===== src/rtl/bcp_sweep_sequencer_if.sv =====
// Bundle between the BCP sweep sequencer and host / memory / check engines.
// master: sequencer side (drives requests); slave: environment side.
interface bcp_sweep_sequencer_if #(
    parameter int ADDR_W    = 3,
    parameter int NUM_CHECK = 8,
    parameter int CNT_W     = 8
);
    logic                 system_initial_signal;
    logic                 initial_finish;
    logic                 bcp_request;
    logic                 mem_finish;
    logic [NUM_CHECK-1:0] bcp_finish;
    logic [NUM_CHECK-1:0] bcp_conflict;
    logic [NUM_CHECK-1:0] bcp_implied;
    logic                 ca_finish;
    logic                 ca_unsat;
    logic                 select_var_finish;
    logic                 all_assigned;

    logic                 initial_request;
    logic                 mem_request;
    logic                 mem_read;
    logic                 mem_write;
    logic [ADDR_W-1:0]    mem_address;
    logic                 check_start;
    logic                 conflict_analysis_request;
    logic                 select_var_request;
    logic                 done;
    logic                 result_sat;
    logic [CNT_W-1:0]     pass_count;

    modport master (
        input  system_initial_signal, initial_finish, bcp_request,
        input  mem_finish, bcp_finish, bcp_conflict, bcp_implied,
        input  ca_finish, ca_unsat, select_var_finish, all_assigned,
        output initial_request, mem_request, mem_read, mem_write,
        output mem_address, check_start, conflict_analysis_request,
        output select_var_request, done, result_sat, pass_count
    );

    modport slave (
        output system_initial_signal, initial_finish, bcp_request,
        output mem_finish, bcp_finish, bcp_conflict, bcp_implied,
        output ca_finish, ca_unsat, select_var_finish, all_assigned,
        input  initial_request, mem_request, mem_read, mem_write,
        input  mem_address, check_start, conflict_analysis_request,
        input  select_var_request, done, result_sat, pass_count
    );
endinterface


===== src/rtl/bcp_sweep_sequencer.sv =====
// Autonomous BCP sweep sequencer: sweeps clause blocks, iterates to fixpoint,
// then conflict analysis or decision, until SAT/UNSAT. Ports: clock, reset, bus.
module bcp_sweep_sequencer #(
    parameter int ADDR_W     = 3,
    parameter int NUM_BLOCKS = 8,
    parameter int NUM_CHECK  = 8,
    parameter int CNT_W      = 8
) (
    input  logic                   clock,
    input  logic                   reset,
    bcp_sweep_sequencer_if.master  bus
);

    typedef enum logic [2:0] {
        S_IDLE, S_INIT, S_MEM, S_CHECK, S_EVAL, S_CA, S_SELECT, S_DONE
    } state_t;

    localparam logic [ADDR_W-1:0] LAST_BLK = ADDR_W'(NUM_BLOCKS - 1);

    state_t               state_q, state_d;
    logic [ADDR_W-1:0]    blk_q, blk_d;
    logic [NUM_CHECK-1:0] mask_q, mask_d;
    logic                 conf_q, conf_d;
    logic                 impl_q, impl_d;
    logic                 first_q, first_d;
    logic                 sat_q, sat_d;
    logic [CNT_W-1:0]     pass_q, pass_d;

    logic [NUM_CHECK-1:0] mask_all;
    logic                 conf_all;
    logic                 impl_all;
    logic [CNT_W-1:0]     pass_inc;

    // Include this cycle's arrivals so completion is seen without a bubble.
    assign mask_all = mask_q | bus.bcp_finish;
    assign conf_all = conf_q | (|(bus.bcp_conflict & bus.bcp_finish));
    assign impl_all = impl_q | (|(bus.bcp_implied & bus.bcp_finish));
    assign pass_inc = (&pass_q) ? pass_q : pass_q + 1'b1;

    always_ff @(posedge clock or negedge reset) begin
        if (!reset) begin
            state_q <= S_IDLE;
            blk_q   <= '0;
            mask_q  <= '0;
            conf_q  <= 1'b0;
            impl_q  <= 1'b0;
            first_q <= 1'b0;
            sat_q   <= 1'b0;
            pass_q  <= '0;
        end else begin
            state_q <= state_d;
            blk_q   <= blk_d;
            mask_q  <= mask_d;
            conf_q  <= conf_d;
            impl_q  <= impl_d;
            first_q <= first_d;
            sat_q   <= sat_d;
            pass_q  <= pass_d;
        end
    end

    always_comb begin
        state_d = state_q;
        blk_d   = blk_q;
        mask_d  = mask_q;
        conf_d  = conf_q;
        impl_d  = impl_q;
        first_d = 1'b0;
        sat_d   = sat_q;
        pass_d  = pass_q;
        unique case (state_q)
            S_IDLE: begin
                if (bus.bcp_request) begin
                    blk_d   = '0;
                    pass_d  = '0;
                    sat_d   = 1'b0;
                    conf_d  = 1'b0;
                    impl_d  = 1'b0;
                    state_d = S_MEM;
                end else if (bus.system_initial_signal) begin
                    state_d = S_INIT;
                end
            end
            S_INIT: begin
                if (bus.initial_finish) state_d = S_IDLE;
            end
            S_MEM: begin
                mask_d = '0;
                if (bus.mem_finish) begin
                    first_d = 1'b1;
                    state_d = S_CHECK;
                end
            end
            S_CHECK: begin
                mask_d = mask_all;
                conf_d = conf_all;
                impl_d = impl_all;
                if (&mask_all) begin
                    if (conf_all || blk_q == LAST_BLK) begin
                        state_d = S_EVAL;
                    end else begin
                        blk_d   = blk_q + 1'b1;
                        state_d = S_MEM;
                    end
                end
            end
            S_EVAL: begin
                if (conf_q) begin
                    state_d = S_CA;
                end else if (impl_q) begin
                    pass_d  = pass_inc;
                    blk_d   = '0;
                    conf_d  = 1'b0;
                    impl_d  = 1'b0;
                    state_d = S_MEM;
                end else begin
                    state_d = S_SELECT;
                end
            end
            S_CA: begin
                if (bus.ca_finish) begin
                    if (bus.ca_unsat) begin
                        sat_d   = 1'b0;
                        state_d = S_DONE;
                    end else begin
                        pass_d  = pass_inc;
                        blk_d   = '0;
                        conf_d  = 1'b0;
                        impl_d  = 1'b0;
                        state_d = S_MEM;
                    end
                end
            end
            S_SELECT: begin
                if (bus.select_var_finish) begin
                    if (bus.all_assigned) begin
                        sat_d   = 1'b1;
                        state_d = S_DONE;
                    end else begin
                        pass_d  = pass_inc;
                        blk_d   = '0;
                        conf_d  = 1'b0;
                        impl_d  = 1'b0;
                        state_d = S_MEM;
                    end
                end
            end
            S_DONE: state_d = S_IDLE;
            default: state_d = S_IDLE;
        endcase
    end

    assign bus.initial_request           = (state_q == S_INIT);
    assign bus.mem_request               = (state_q == S_MEM);
    assign bus.mem_read                  = (state_q == S_MEM);
    assign bus.mem_write                 = 1'b0;
    assign bus.mem_address               = blk_q;
    assign bus.check_start               = (state_q == S_CHECK) && first_q;
    assign bus.conflict_analysis_request = (state_q == S_CA);
    assign bus.select_var_request        = (state_q == S_SELECT);
    assign bus.done                      = (state_q == S_DONE);
    assign bus.result_sat                = sat_q;
    assign bus.pass_count                = pass_q;

endmodule

===== src/flat_wrapper.sv =====
// flat-port wrapper written by rule: the top's interface ports become plain ports
module bcp_sweep_sequencer_flat 
#(
    parameter int ADDR_W     = 3,
    parameter int NUM_BLOCKS = 8,
    parameter int NUM_CHECK  = 8,
    parameter int CNT_W      = 8
)
  (clock, reset, bus_system_initial_signal, bus_initial_finish, bus_bcp_request, bus_mem_finish, bus_bcp_finish, bus_bcp_conflict, bus_bcp_implied, bus_ca_finish, bus_ca_unsat, bus_select_var_finish, bus_all_assigned, bus_initial_request, bus_mem_request, bus_mem_read, bus_mem_write, bus_mem_address, bus_check_start, bus_conflict_analysis_request, bus_select_var_request, bus_done, bus_result_sat, bus_pass_count);
  bcp_sweep_sequencer_if #(.ADDR_W(ADDR_W), .NUM_CHECK(NUM_CHECK), .CNT_W(CNT_W)) bus_i ();
  input  logic clock;
  input  logic reset;
  input wire logic [$bits(bus_i.system_initial_signal)-1:0] bus_system_initial_signal;
  input wire logic [$bits(bus_i.initial_finish)-1:0] bus_initial_finish;
  input wire logic [$bits(bus_i.bcp_request)-1:0] bus_bcp_request;
  input wire logic [$bits(bus_i.mem_finish)-1:0] bus_mem_finish;
  input wire logic [$bits(bus_i.bcp_finish)-1:0] bus_bcp_finish;
  input wire logic [$bits(bus_i.bcp_conflict)-1:0] bus_bcp_conflict;
  input wire logic [$bits(bus_i.bcp_implied)-1:0] bus_bcp_implied;
  input wire logic [$bits(bus_i.ca_finish)-1:0] bus_ca_finish;
  input wire logic [$bits(bus_i.ca_unsat)-1:0] bus_ca_unsat;
  input wire logic [$bits(bus_i.select_var_finish)-1:0] bus_select_var_finish;
  input wire logic [$bits(bus_i.all_assigned)-1:0] bus_all_assigned;
  output wire logic [$bits(bus_i.initial_request)-1:0] bus_initial_request;
  output wire logic [$bits(bus_i.mem_request)-1:0] bus_mem_request;
  output wire logic [$bits(bus_i.mem_read)-1:0] bus_mem_read;
  output wire logic [$bits(bus_i.mem_write)-1:0] bus_mem_write;
  output wire logic [$bits(bus_i.mem_address)-1:0] bus_mem_address;
  output wire logic [$bits(bus_i.check_start)-1:0] bus_check_start;
  output wire logic [$bits(bus_i.conflict_analysis_request)-1:0] bus_conflict_analysis_request;
  output wire logic [$bits(bus_i.select_var_request)-1:0] bus_select_var_request;
  output wire logic [$bits(bus_i.done)-1:0] bus_done;
  output wire logic [$bits(bus_i.result_sat)-1:0] bus_result_sat;
  output wire logic [$bits(bus_i.pass_count)-1:0] bus_pass_count;
  assign bus_i.system_initial_signal = bus_system_initial_signal;
  assign bus_i.initial_finish = bus_initial_finish;
  assign bus_i.bcp_request = bus_bcp_request;
  assign bus_i.mem_finish = bus_mem_finish;
  assign bus_i.bcp_finish = bus_bcp_finish;
  assign bus_i.bcp_conflict = bus_bcp_conflict;
  assign bus_i.bcp_implied = bus_bcp_implied;
  assign bus_i.ca_finish = bus_ca_finish;
  assign bus_i.ca_unsat = bus_ca_unsat;
  assign bus_i.select_var_finish = bus_select_var_finish;
  assign bus_i.all_assigned = bus_all_assigned;
  assign bus_initial_request = bus_i.initial_request;
  assign bus_mem_request = bus_i.mem_request;
  assign bus_mem_read = bus_i.mem_read;
  assign bus_mem_write = bus_i.mem_write;
  assign bus_mem_address = bus_i.mem_address;
  assign bus_check_start = bus_i.check_start;
  assign bus_conflict_analysis_request = bus_i.conflict_analysis_request;
  assign bus_select_var_request = bus_i.select_var_request;
  assign bus_done = bus_i.done;
  assign bus_result_sat = bus_i.result_sat;
  assign bus_pass_count = bus_i.pass_count;
  bcp_sweep_sequencer #(.ADDR_W(ADDR_W), .NUM_BLOCKS(NUM_BLOCKS), .NUM_CHECK(NUM_CHECK), .CNT_W(CNT_W)) u_core (.clock(clock), .reset(reset), .bus(bus_i));
endmodule

===== config.mk =====
export PLATFORM = sky130hd
export DESIGN_NAME = bcp_sweep_sequencer_flat
export DESIGN_NICKNAME = d
export VERILOG_FILES = /design/src/rtl/bcp_sweep_sequencer_if.sv /design/src/rtl/bcp_sweep_sequencer.sv /design/src/flat_wrapper.sv
export SDC_FILE = /design/constraint.sdc
export NUM_CORES = 1
export LEC_CHECK = 0
export ABC_CLOCK_PERIOD_IN_PS = 2250
export CORE_MARGIN = 3
export CORE_UTILIZATION = 30
export DETAILED_ROUTE_END_ITERATION = 7
export PLACE_DENSITY_LB_ADDON = 0.3
export SLEW_MARGIN = 20
export SYNTH_ARGS = -nofsm -noshare
export SYNTH_HDL_FRONTEND = slang
export SYNTH_SLANG_ARGS = --single-unit

===== constraint.sdc =====
create_clock -name clock -period 2.25 [get_ports clock]
set_clock_uncertainty 0.1 [all_clocks]
set_input_delay 0.45 -clock clock [delete_from_list [all_inputs] [get_ports clock]]
set_output_delay 0.45 -clock clock [all_outputs]
set_load 0.1 [all_outputs]

-- Word level (Yosys, flattened, before mapping)
Index checks and enable logic that the tools add are counted.
- word-level logic and storage cells: 103
- input port bits: 34
- output and inout port bits: 20
- bits in registers: 26
- bitwise operators: 5
- multiplexer cells: 49
- reductions and logical operators: 17
- equality and inequality tests: 22
- add/sub/neg operators: 2
- operator list (kind ; count):
    $mux W8 ; 8
    $mux W3 ; 21
    $pmux W8 S4 ; 1
    $pmux W3 S8 ; 1
    $reduce_and A8 Y1 ; 3
    $ne A2 B2 Y1 const B ; 11
    $reduce_and A6 Y1 ; 3
    $and A8 B8 Y8 ; 2
    $pmux W8 S2 ; 1
    $reduce_or A8 Y1 ; 2
    $eq A3 B3 Y1 const B ; 5
    $pmux W3 S5 ; 1
    $mux W1 ; 13
    $pmux W1 S5 ; 2
    $reduce_and A10 Y1 ; 1
    $add A8 B1 Y8 const B ; 1
    $or A8 B8 Y8 ; 1
    $reduce_and A7 Y1 ; 1
    $eq A3 B2 Y1 const B ; 2
    $reduce_bool A5 Y1 ; 1
    $ne A2 B1 Y1 const B ; 2
    $reduce_bool A4 Y1 ; 1
    $add A3 B1 Y3 const B ; 1
    $eq A3 B1 Y1 const B ; 1
    8 further kinds ; 9

-- Depth between registers and ports, before layout
- word-level depth: 7
- mapped depth: 10
- mapped depth without buffers: 7

-- Worst setup path after synthesis
OpenSTA, ideal clock, no wires.
- path type: register to output
- start: register u_core.state_q[2]
- end: output port bus_mem_request
- cell stages (with the launch flop): 5
- path slack: -1.149 ns
- buffers on the path: 3
- data arrival time: 2.849 ns
- required time: 1.700 ns
- path through: dfrtp_1 -> buf_2 -> buf_1 -> nor2_1 -> buf_4
- cells in the longest elaborated chain, start to end: 1
- ends and longest elaborated chain (element ; line ; source):
    start: declaration ; bcp_sweep_sequencer.sv:20 ; state_t state_q, state_d;
    start signal: assignment ; bcp_sweep_sequencer.sv:51 ; state_q <= state_d;
    $eq A3 B2 Y1 ; -- ;
    end: declaration ; flat_wrapper.sv:25 ; output wire logic [$bits(bus_i.mem_request)-1:0] bus_mem_request;
No other way between the ends.

-- Worst setup path in the final report
- start: register u_core.state_q[0]
- end: output port bus_check_start
- cells in the longest elaborated chain, start to end: 2
- ends and longest elaborated chain (element ; line ; source):
    $eq A3 B2 Y1 ; bcp_sweep_sequencer.sv:158 ; assign bus.check_start = (state_q == S_CHECK) && first_q;
    $logic_and A1 B1 Y1 ; bcp_sweep_sequencer.sv:158 ;
    end: declaration ; flat_wrapper.sv:29 ; output wire logic [$bits(bus_i.check_start)-1:0] bus_check_start;
No other way between the ends.

==> results.tsv <==
metric	value	unit
status	completed	
clockRootBuffer	clkbuf_8	
worstRegToRegCells	9	
yosysTopAreaCell	dfrtp_1	
grt_pass1_wl	7980	µm
track_usage	15.2	%
clock_latency	0.27	ns
synth_xor_area_share	0.509	%
clk_pin_slew	0.09	ns
finalSetupViolations	0	
dp_hpwl	3760	µm
fin_ws	0.0508	ns
hold_start	u_core.bus.result_sat$_DFFE_PN0P_	
power_leakage	1.30	nW
synth_edf_count	0	
yosysWarningCount	0	
synthMuxAreaShare	2.40	%
wire_per_inst	14.1	µm
arrival	1.65	ns
layout_min_cycle_time	2.20	ns
start_kind	register	
ant_nets	0	
io_pins	54	
yosysSeqAreaShare	37.8	%
critical_path_class	register to output pin	
crit_required	1.70	ns
grt_max_degree	27	
dr.pass1.iters	4	
place_ws	-0.391	ns
drc	0	
io_buffer_count	52	
ir_drop	0.618	mV
hold_end	u_core.bus.result_sat$_DFFE_PN0P_	
max_stage_delay	0.49	ns
cts.htree.levels	1	
cp_num_buf_inv	3	
drive_gt1_share	35.9	%
routabilityCongestion	0.767	
cts_tree	yes	
synth_cell_types	55	
final_core_util	52.2	%
synth_compound_area_share	25.5	%
routed_wirelength	4890	µm
rrSetupSlack	0.13	ns
crit_slowest_cell	dfrtp_2	
final_nets	315	
fp.dieH	81.7	µm
finalHoldViolations	0	
drv_cap	0	
antenna_found_initial	0	
antenna_cells	0	
hold_depth	1	
synthArstFlopShare	100	%
syn_inst	188	
syn2layout_area_growth	61.7	%
synthAdderAreaFrac	3.35	%
synth_area_leaders	dfrtp_1 (38%), nor2_1 (4.8%), a21oi_1 (3.8%)	
dr_total_vias	1725	
reg2reg_to	u_core.bus.pass_count[7]$_DFFE_PN0P_	
start_util	32.2	%
path_cells	buf_6 > and3b_2 > buf_4 > and2_4 > buf_12	
synth_top_family_by_area	compound AO/OA/AOI/OAI gates	
slew_violations	0	
synth_nets	226	
grt_overflow	0	
yosys.area.top_type_share	37.8	%
final_area	0.00278	mm²
cp_top_family	flip-flops	
rows	26	
fill_cells	502	
hp-class	register to register	
first_global_vias	1705	
drt-initial-drc-count	87	
r2r_start	u_core.state_q[1]$_DFFE_PN0P_	
synth_area	0.00172	mm²
clkSinkCount	26	
cts_hold_buf	0	
p_per_area	1290	mW/mm²
max_clock_freq	455	MHz
crit_path_end_kind	output pin	
synth-main-ff-cell	dfrtp_1	
postSynthAreaPerCell	9.15	µm²
cts_buffers	3	
synth_simple_gate_area_share	23.8	%
period_share	97.7	%
vias_per_cell	4.99	
placed_area	0.00264	mm²
synth_seq_cells	26	
fp.coreArea	0.00534	mm²
die_area	0.00668	mm²
dieWidth	81.7	µm
clockBufferDepth	2	
cp_max_fo	9	
stage by stage:
stage / total power, mW / cells / TNS (ns) / hold WS (ns)
after floorplan: 2.31 / 188 / -0.263 / 0.0544
after global placement: 3.13 / 336 / -2.14 / 0.383
after detailed placement: 3.15 / 336 / -2.48 / 0.383
after CTS: 3.51 / 341 / 0 / 0.409
after global routing: 3.85 / 346 / -0.00834 / 0.433
final: 3.59 / 346 / 0 / 0.402
worst max path at each step:
stage / startpoint / end / slack [ns] / cells past startpoint
after floorplan: u_core.state_q[2]$_DFFE_PN0P_ / bus_mem_request / -0.13 / 4
after global placement: bus_bcp_finish[2] / u_core.bus.mem_address[0]$_DFFE_PN0P_ / -0.33 / 6
after detailed placement: bus_bcp_finish[2] / u_core.bus.mem_address[0]$_DFFE_PN0P_ / -0.39 / 6
after CTS: bus_bcp_finish[2] / u_core.bus.mem_address[0]$_DFFE_PN0P_ / 0.01 / 7
after global routing: u_core.state_q[0]$_DFFE_PN0P_ / bus_check_start / -0.008 / 5
final: u_core.state_q[0]$_DFFE_PN0P_ / bus_check_start / 0.05 / 5
cell families after synthesis:
family                     after synthesis
AOI/OAI and AO/OA                       60
adders and majority gates                4
and+or+nand+nor                         71
buffers and inverters                   21
other                                    1
xor gates and xnor gates                 1
muxes                                    4
DFF                                     26
synthesized netlist by cell type (all sizes together), types with 2 or more instances:
master and count:
inv 9, a22oi 4, nand2 13, o41ai 3
and2 2, a31oi 3, a21oi 13, nor2 22
mux2i 3, and3b 4, nand3 4, nand2b 4
clkbuf 2, buf 10, and3 6, dfrtp 26
a222oi 2, nor3b 2, a211oi 3, or2 2
o21ai 14, o22ai 4, o21a 2, nor4 5
ha 3, o31ai 5
power by group:
group / leakage, nW / total, mW / internal [mW] / switching (mW)
registers: 0.325 / 0.758 / 0.624 / 0.134
logic: 0.942 / 2.53 / 1.12 / 1.41
clock network: 0.0288 / 0.306 / 0.156 / 0.150
per-layer routing:
metal	up-vias	routed length (µm)	global-route usage (%)	share of wire (%)
met5	-	0	0	0
met4	0	38	4.49	0.78
met3	2	145	1.64	3.0
met2	25	2390	24.0	49
met1	835	2320	22.0	47
li1	863	-	-	-
layout by cell type, fill, tap and decap left out, types with 5 or more instances in the layout:
cell	Yosys	routed
nand2_1	13	13
a21oi_1	13	13
inv_1	9	9
dlymetal6s2s_1	0	6
o21ai_0	12	12
buf_12	0	8
and3_1	6	6
clkdlybuf4s50_1	0	27
dfrtp_2	0	8
dfrtp_1	26	14
nor2_1	22	20
buf_4	3	54
o31ai_1	5	5
area by class of cell:
type / instances / area, µm² / area share (%)
Tap cell: 70 / 87.6 / 3.15
Multi-Input combinational cell: 141 / 1010 / 36.2
Timing Repair Buffer: 96 / 922 / 33.1
Clock buffer: 4 / 55.1 / 1.98
Inverter: 9 / 33.8 / 1.21
Sequential cell: 26 / 676 / 24.3
registers in the layout, indices dropped and copies added (netlist names):
| register | cells |
|---|---|
| u_core.bus.pass_count | 8 |
| u_core.mask_q | 8 |
| u_core.bus.mem_address | 3 |
| u_core.state_q | 3 |
| u_core.bus.result_sat | 1 |
| u_core.conf_q | 1 |
| u_core.first_q | 1 |
| u_core.impl_q | 1 |
repair_timing:
action | in CTS | in global routing
cloned | 0 | 0
setup endpoints to repair | 6 | 8
gates resized for setup | 4 | 9
setup buffers | 1 | 5
pin swaps | 5 | 2
Note: power is estimated with default switching activity, not from simulation.
